$ cat src/rtl/pe_ws_db.sv
// Weight-stationary MAC processing element with double-buffered (shadow/active) weights.
// Optional build macro PE_SATURATE_EN clamps the accumulator on overflow instead of wrapping.
module pe_ws_db #(
    parameter int DATA_W  = 8,
    parameter int ACC_W   = 24,
    parameter int SIGNED  = 1,
    parameter int ROW_IDX = 0,
    parameter int TAG_W   = 4
) (
    input  logic              clk,
    input  logic              rst,
    input  logic              clear,
    input  logic [DATA_W-1:0] a_in,
    input  logic              a_valid_in,
    input  logic              swap_in,
    output logic [DATA_W-1:0] a_out,
    output logic              a_valid_out,
    output logic              swap_out,
    input  logic [DATA_W-1:0] w_in,
    input  logic [TAG_W-1:0]  w_tag_in,
    input  logic              w_valid_in,
    output logic [DATA_W-1:0] w_out,
    output logic [TAG_W-1:0]  w_tag_out,
    output logic              w_valid_out,
    input  logic [ACC_W-1:0]  psum_in,
    output logic [ACC_W-1:0]  psum_out,
    output logic              psum_valid_out,
    output logic              ovf
);

    localparam int PROD_W = 2 * DATA_W;

    if (ACC_W < PROD_W) begin : g_acc_chk
        $error("pe_ws_db: ACC_W must be >= 2*DATA_W");
    end
    if ((64'd1 << TAG_W) <= 64'(ROW_IDX)) begin : g_tag_chk
        $error("pe_ws_db: TAG_W too narrow to address ROW_IDX");
    end

    logic [DATA_W-1:0] shadow_w;
    logic [DATA_W-1:0] active_w;
    logic [PROD_W-1:0] prod;
    logic [ACC_W-1:0]  prod_ext;
    logic [ACC_W:0]    sum;
    logic              ovf_det;
    logic [ACC_W-1:0]  result;
    logic              capture;

    assign capture = w_valid_in && (w_tag_in == TAG_W'(ROW_IDX));

    // Operands are widened to the full product width first so the product is exact either way.
    always_comb begin
        prod     = '0;
        prod_ext = '0;
        if (SIGNED != 0) begin
            prod     = $signed({{DATA_W{a_in[DATA_W-1]}}, a_in}) *
                       $signed({{DATA_W{active_w[DATA_W-1]}}, active_w});
            prod_ext = ACC_W'($signed(prod));
        end else begin
            prod     = {{DATA_W{1'b0}}, a_in} * {{DATA_W{1'b0}}, active_w};
            prod_ext = ACC_W'(prod);
        end
    end

    always_comb begin
        sum     = {1'b0, psum_in} + {1'b0, prod_ext};
        ovf_det = 1'b0;
        if (SIGNED != 0) begin
            ovf_det = (psum_in[ACC_W-1] == prod_ext[ACC_W-1]) &&
                      (sum[ACC_W-1] != psum_in[ACC_W-1]);
        end else begin
            ovf_det = sum[ACC_W];
        end
    end

`ifdef PE_SATURATE_EN
    // Signed overflow direction follows the (shared) operand sign.
    always_comb begin
        result = sum[ACC_W-1:0];
        if (ovf_det) begin
            if (SIGNED != 0) begin
                result = psum_in[ACC_W-1] ? {1'b1, {(ACC_W-1){1'b0}}}
                                          : {1'b0, {(ACC_W-1){1'b1}}};
            end else begin
                result = '1;
            end
        end
    end
`else
    assign result = sum[ACC_W-1:0];
`endif

    // The swap reads the pre-edge shadow, so a same-cycle capture lands only in shadow_w.
    always_ff @(posedge clk) begin
        if (rst) begin
            shadow_w       <= '0;
            active_w       <= '0;
            a_out          <= '0;
            a_valid_out    <= 1'b0;
            swap_out       <= 1'b0;
            w_out          <= '0;
            w_tag_out      <= '0;
            w_valid_out    <= 1'b0;
            psum_out       <= '0;
            psum_valid_out <= 1'b0;
            ovf            <= 1'b0;
        end else begin
            w_out       <= w_in;
            w_tag_out   <= w_tag_in;
            w_valid_out <= w_valid_in;
            if (capture) begin
                shadow_w <= w_in;
            end
            if (swap_in) begin
                active_w <= shadow_w;
            end
            if (clear) begin
                a_out          <= '0;
                a_valid_out    <= 1'b0;
                swap_out       <= 1'b0;
                psum_out       <= '0;
                psum_valid_out <= 1'b0;
                ovf            <= 1'b0;
            end else begin
                a_out       <= a_in;
                a_valid_out <= a_valid_in;
                swap_out    <= swap_in;
                if (a_valid_in) begin
                    psum_out       <= result;
                    psum_valid_out <= 1'b1;
                    if (ovf_det) begin
                        ovf <= 1'b1;
                    end
                end else begin
                    psum_valid_out <= 1'b0;
                end
            end
        end
    end

endmodule

$ cat config.mk
export PLATFORM = sky130hd
export DESIGN_NAME = pe_ws_db
export DESIGN_NICKNAME = d
export VERILOG_FILES = /design/src/rtl/pe_ws_db.sv
export SDC_FILE = /design/constraint.sdc
export NUM_CORES = 1
export LEC_CHECK = 0
export CAP_MARGIN = 15
export CELL_PAD_IN_SITES_DETAIL_PLACEMENT = 0
export CELL_PAD_IN_SITES_GLOBAL_PLACEMENT = 1
export CORE_AREA = 2 2 87 172
export DETAILED_ROUTE_END_ITERATION = 7
export DIE_AREA = 0 0 89 174
export PLACE_DENSITY = 0.77
export SLEW_MARGIN = 20
export SYNTH_ARGS = -nofsm -noshare
export SYNTH_HDL_FRONTEND = slang
export SYNTH_SLANG_ARGS = --single-unit
$ cat constraint.sdc
create_clock -name clk -period 8.6 [get_ports clk]
set_input_delay 1.29 -clock clk [delete_from_list [all_inputs] [get_ports clk]]
set_output_delay 1.29 -clock clk [all_outputs]
set_load 0.02 [all_outputs]
Yosys cells after proc, flatten, opt, wreduce, memory -nomap -nowiden
Cells that the tools add are included.
- reductions and logical operators: 5
- multipliers: 1
- muxes and demuxes: 1
- $add $sub $neg: 1
- eq/ne operators: 2
- operators by type and width (cell ; count):
    24-bit adder ; 1
    8-bit by 8-bit multiplier with 16-bit output ; 1
    4-bit zero test ; 1
    1-bit logical AND ; 2
    2-bit AND reduction ; 1
    2-bit OR reduction ; 1
    1-bit equality test ; 1
    1-bit 2-to-1 mux ; 1
    1-bit != test ; 1
- output and inout port bits: 49
- register bits after elaboration: 65
- logic and storage cells: 21

Depth between registers and ports, before layout
- depth after elaboration: 5
- depth in mapped cells: 29
- gate-level depth less buffers: 28

Worst setup path before layout
Ideal clock, no wire load.
- path type: in2reg
- start point: in a_in[7]
- end point: reg ovf
- data required time: 8478 ps
- data arrival time: 6995 ps
- cell stages on the path: 24
- setup slack: 1483 ps
- cell sequence: and2_1 -> fa_1 -> inv_1 -> fa_1 -> inv_1 -> fa_1 -> inv_1 -> fa_1 -> inv_1 -> ha_1 -> and3_1 -> a211oi_1 -> or3_1 -> xor2_2 -> inv_1 -> ha_1 -> o21ai_0 -> nand2b_1 -> and3_1 -> a221oi_2 -> o21ai_1 -> a31oi_1 -> nor2_1 -> a221o_1
- word-level cells in the longest chain between the ends: 5
- elaborated cells between the ends (all ways): 6
- those cells by class: add/sub: 1; mul: 1; eq/ne: 2; reduce/logical: 2
- RTL lines (item ; RTL line ; RTL):
    start: declaration ; 13 ; input logic [DATA_W-1:0] a_in,
    8-bit by 8-bit multiplier with 16-bit output (*) ; 56 ; prod = $signed({{DATA_W{a_in[DATA_W-1]}}, a_in}) *
    24-bit adder ; 66 ; sum = {1'b0, psum_in} + {1'b0, prod_ext};
    1-bit != test ; 70 ; (sum[ACC_W-1] != psum_in[ACC_W-1]);
    1-bit logical AND (*) ; 69 ; ovf_det = (psum_in[ACC_W-1] == prod_ext[ACC_W-1]) &&
    2-bit AND reduction (no source line) (*) ; n/a ;
    end signal: assignment ; 106 ; ovf <= 1'b0;
    end signal: assignment ; 123 ; ovf <= 1'b0;
    end signal: assignment ; 132 ; ovf <= 1'b1;
    end: declaration ; 28 ; output logic ovf
Every way passes the cells marked *; elsewhere a longest branch is shown, timed or not.
A chain may end at the register's enable or synchronous reset.

Worst setup path after layout
- start point: in a_in[7]
- end point: reg psum_out[22]
- word-level cells in the longest chain between the ends: 2
- RTL lines (item ; RTL line ; RTL):
    8-bit by 8-bit multiplier with 16-bit output ; 56 ;
    24-bit adder ; 66 ;
    end signal: assignment ; 129 ; psum_out <= result;
    end: declaration ; 26 ; output logic [ACC_W-1:0] psum_out,
Every way passes these cells.

==> flow_results.org <==
** Floorplan
- The floorplan step set the die width to 89 um.
- In this run the count of I/O pins placed on the die edge is 99.
- Placeable Area :: 0.0143 mm^2
- Total die area :: 0.0155 mm^2
- Initial Util :: 0.396
- Row count :: 62
- Measured along the y axis, the die boundary spans 174 um.

** Logic synthesis
- During synthesis, Yosys emitted a total of 0 warnings.
- Library cell with the highest instance count after synthesis :: inv_1
- Of the total synthesized cell area, the portion taken by AND, OR, NAND and NOR gates is 0.162.
- Area of the mapped netlist :: 0.00566 mm^2
- After synthesis, the most frequently instantiated cells are inv_1 (96), dfxtp_1 (64), and2_1 (56), fa_1 (56), ha_1 (52).
- After synthesis, the largest family of logic cells by area is adder cells.
- Post-synth EDFFs :: 0
- Sorting the synthesized cells by area gives the leading types as dfxtp_1 (23%), fa_1 (20%), ha_1 (11%).
- Of the post-synthesis cell area, the dominant cell type holds 0.226.
- Measured against the total synthesized area, the mux share comes to 0.0639.
- Of the total synthesized cell area, the portion taken by full adders, half adders and majority gates is 0.313.
- Mean Syn Cell Area :: 9.37 um^2
- The largest total area in the synthesized netlist belongs to dfxtp_1.
- Total nets after synthesis :: 762
- In the synthesized netlist the dominant register cell turns out to be dfxtp_1.
- The synthesized-area fraction occupied by ao, oa, aoi and oai cells came to 0.102.
- Synth Area in XOR/XNOR :: 0.0602
- Share of flip-flops with an asynchronous set or reset :: 0
- Gate count of the mapped netlist :: 604
- After synthesis the netlist holds a flip-flop and latch count of 64.
- The number of different library cells used by synthesis comes to 52.
- Part of the Yosys area used for sequential elements :: 0.226

** Routing
- Total Wirelength :: 13,000 um
- The routed layout has 4,319 vias.
- Wire segments on met2 add up to 7560 um in the final route.
- Routed length on met3 :: 374 um
- M1 WL :: 4650 um
- In the routed layout, each cell is associated on average with a via count of 4.80.
- After the first detailed-routing iteration, the DRC count stood at 61.
- Drt pass-1 iters :: 4
- After detailed routing, the average wire length per cell comes to 14.4 um.
- The highest layer touched by signal routing is met4.
- Routed Antenna Nets :: 0
- Residual DRC count :: 0

** Run
- Maximum Capacitance Violations :: 0

** Place
- After legalization and detailed placement, the total HPWL measured 11,000 um.
- Gp weighted congestion :: 0.801
- Buffers on Ports :: 98

** STA
- For the pin with the worst max-slew slack, the measured transition is 0.528 ns.
- For the final routed database, the setup TNS stands at 0 ns.
- Number of hold violations in the final report :: 0
- The worst path needs 7.89 ns of the cycle, external delays included.
- Fin crit share :: 0.918
- The max-slew violation count was 0.
- Tightest slew margin relative to the limit :: 0.647
- Between clock sinks in the finished design, the worst skew comes to 0.00805 ns.
- Unrepaired setup endpoints after global routing :: false
- Setup violations remaining at the end of the flow were counted as 0.
- Highest attainable clock frequency :: 127 MHz

** Power
- For this design the total switching power over the nets is 0.220 mW.
- The analysis attributes to cell leakage a power of 3.35 nW.
- Gate power share :: 0.153
- Part of the total power dissipated in the clock network :: 0.493
- Switch share :: 0.250
- Power spread over the standard cell area amounts to 122 mW/mm^2.
- Overall power consumption :: 0.880 mW
- Of the total power, registers draw 0.354.
- Internal power contribution :: 0.660 mW
- IR analysis of the VDD net gives a maximum drop of 0.108 mV.

** Worst setup path
- Highest net fanout along the worst path :: 9
- The worst setup path is launched from an input pin.
- STA puts the critical path data required time at 8.81 ns.
- STA classifies the critical path endpoint as a flip-flop.
- Data on the critical path arrives at its endpoint at 8.11 ns.
- The critical path is of the in2reg type.

** Clocking
- The clock passes through at most 2 buffers.
- TritonCTS built the clock tree.
- Clk sinks :: 64
- CTS built an H-tree with a depth of 3.
- Clock latency on the worst-skew pair :: 0.33 ns
- Counting the buffers created by CTS gives 9.
- Cells resized by post-CTS repair :: 0
- Root Buffer :: clkbuf_16
- For this design, the CTS-stage hold fixing added 0 buffers.
- After clock tree synthesis, the clock-pin slew on the worst setup and hold paths is 0.06 ns.
- In this run the post-CTS setup repair buffer count came out at 0.

** Global route
- Global-route total usage across every layer :: 0.179
- Number of antenna violations at the first check in global routing :: 0
- Via count of the first global-routing pass :: 4,705
- Pin count of the biggest net entering global routing :: 31
- For this run the aggregate overflow at the end of global routing stands at 0.
- Wire length of the first global-routing pass :: 21,400 um

** Finish
- The repair_antennas step left the layout with diodes totalling 0.
- After the last flow step, the layout net total stands at 861.
- Relative to the synthesized area, the layout overhead comes to 27.2%.
- Of the cells placed in the final design, the portion with a size suffix greater than 1 is 0.0452.

** Min path
- Worst hold path type :: reg2reg

** Status
- The run finished with clean final reports.
[area by class of cell]
| cell class | instances | area [um^2] |
|---|---|---|
| clock inverters | 7 | 125 |
| multi-input cells | 431 | 3960 |
| clock buffers | 9 | 225 |
| fillers | 1396 | 7070 |
| repair buffers | 101 | 1000 |
| well taps | 192 | 240 |
| inverters | 96 | 360 |
| flip-flops and latches | 64 | 1280 |
[state kept, by name (all words and copies together) (netlist names)]
register and count:
active_w 8, a_out 8, w_out 8, swap_out 1, psum_out 24, ovf 1, w_valid_out 1, a_valid_out 1
shadow_w 8, w_tag_out 4
[kinds of logic after synthesis]
logic type	count (synthesis)
muxes	36
DFF	64
and+or+nand+nor	173
buffers and inverters	109
adders and majority gates	108
AOI/OAI and AO/OA	76
xor gates and xnor gates	38
[layout by cell type, fill, tap and decap left out, types with 4 or more instances in the layout]
cell type        instances
ha_1                    52
inv_1                   96
o21ai_0                  6
and3_1                   5
dfxtp_1                 64
mux2i_1                 35
xor2_1                   8
and2_1                  56
nor2_1                  49
clkbuf_16                9
nor2b_1                 19
fa_1                    56
a211oi_1                 7
o21a_1                   4
clkdlybuf4s50_1         98
nand2_1                 20
o21bai_1                 8
nand3_1                  6
a21o_1                  10
xnor2_1                 29
or3_1                    4
a21oi_1                 18
o21ai_1                  4
[power by group through the flow]
stage	Clock [mW]	Sequential (mW)	Combinational, mW
after floorplan	0	0.329	0.0608
after global routing	0.459	0.312	0.147
after global placement	0	0.318	0.134
after detailed placement	0	0.318	0.136
after CTS	0.446	0.312	0.137
final	0.434	0.311	0.135
[worst paths after layout]
check	start	endpoint	slack, ns	cells after the start
setup / recovery	a_in[7]	psum_out[22]	0.71	25
hold / removal	psum_out[20]	psum_out[20]	0.48	2
setup reg to reg	active_w[7]	psum_out[22]	1.79	25
hold reg to reg	psum_out[20]	psum_out[20]	0.48	2
[through the flow]
step | area [um^2] | hold WS [ns] | setup slack [ns] | utilization | instances
2_1_floorplan | 5660 | 0.460 | 1.48 | - | 604
3_3_place_gp | 6850 | 0.465 | 0.493 | 0.480 | 884
3_5_place_dp | 6850 | 0.475 | 0.308 | 0.480 | 884
4_1_cts | 7200 | 0.483 | 0.653 | 0.504 | 900
5_1_grt | 7200 | 0.503 | 0.261 | 0.504 | 900
6_report | 7200 | 0.477 | 0.707 | 0.504 | 900
[worst max-delay path, cell delays in order]
cell	delay, ns
clkdlybuf4s50_1	0.56
and2_1	0.28
fa_1	0.60
inv_1	0.14
fa_1	0.55
inv_1	0.06
fa_1	0.53
inv_1	0.05
fa_1	0.53
inv_1	0.04
ha_1	0.33
and3_1	0.19
a211oi_1	0.07
or3_1	0.41
xor2_2	0.22
inv_1	0.20
ha_1	0.39
a21oi_1	0.14
o21ai_0	0.16
a221oi_2	0.36
nor2_1	0.12
a2111oi_4	0.40
a21oi_2	0.11
xnor2_1	0.22
o21ai_1	0.10
[metal layers]
layer  global-route usage  vias up
li1                     -     2148
met2                0.352      101
met3               0.0290       26
met4               0.0752        0
met5                    0        -
met1                0.171     2044
Power figures use the tool's default switching activity.
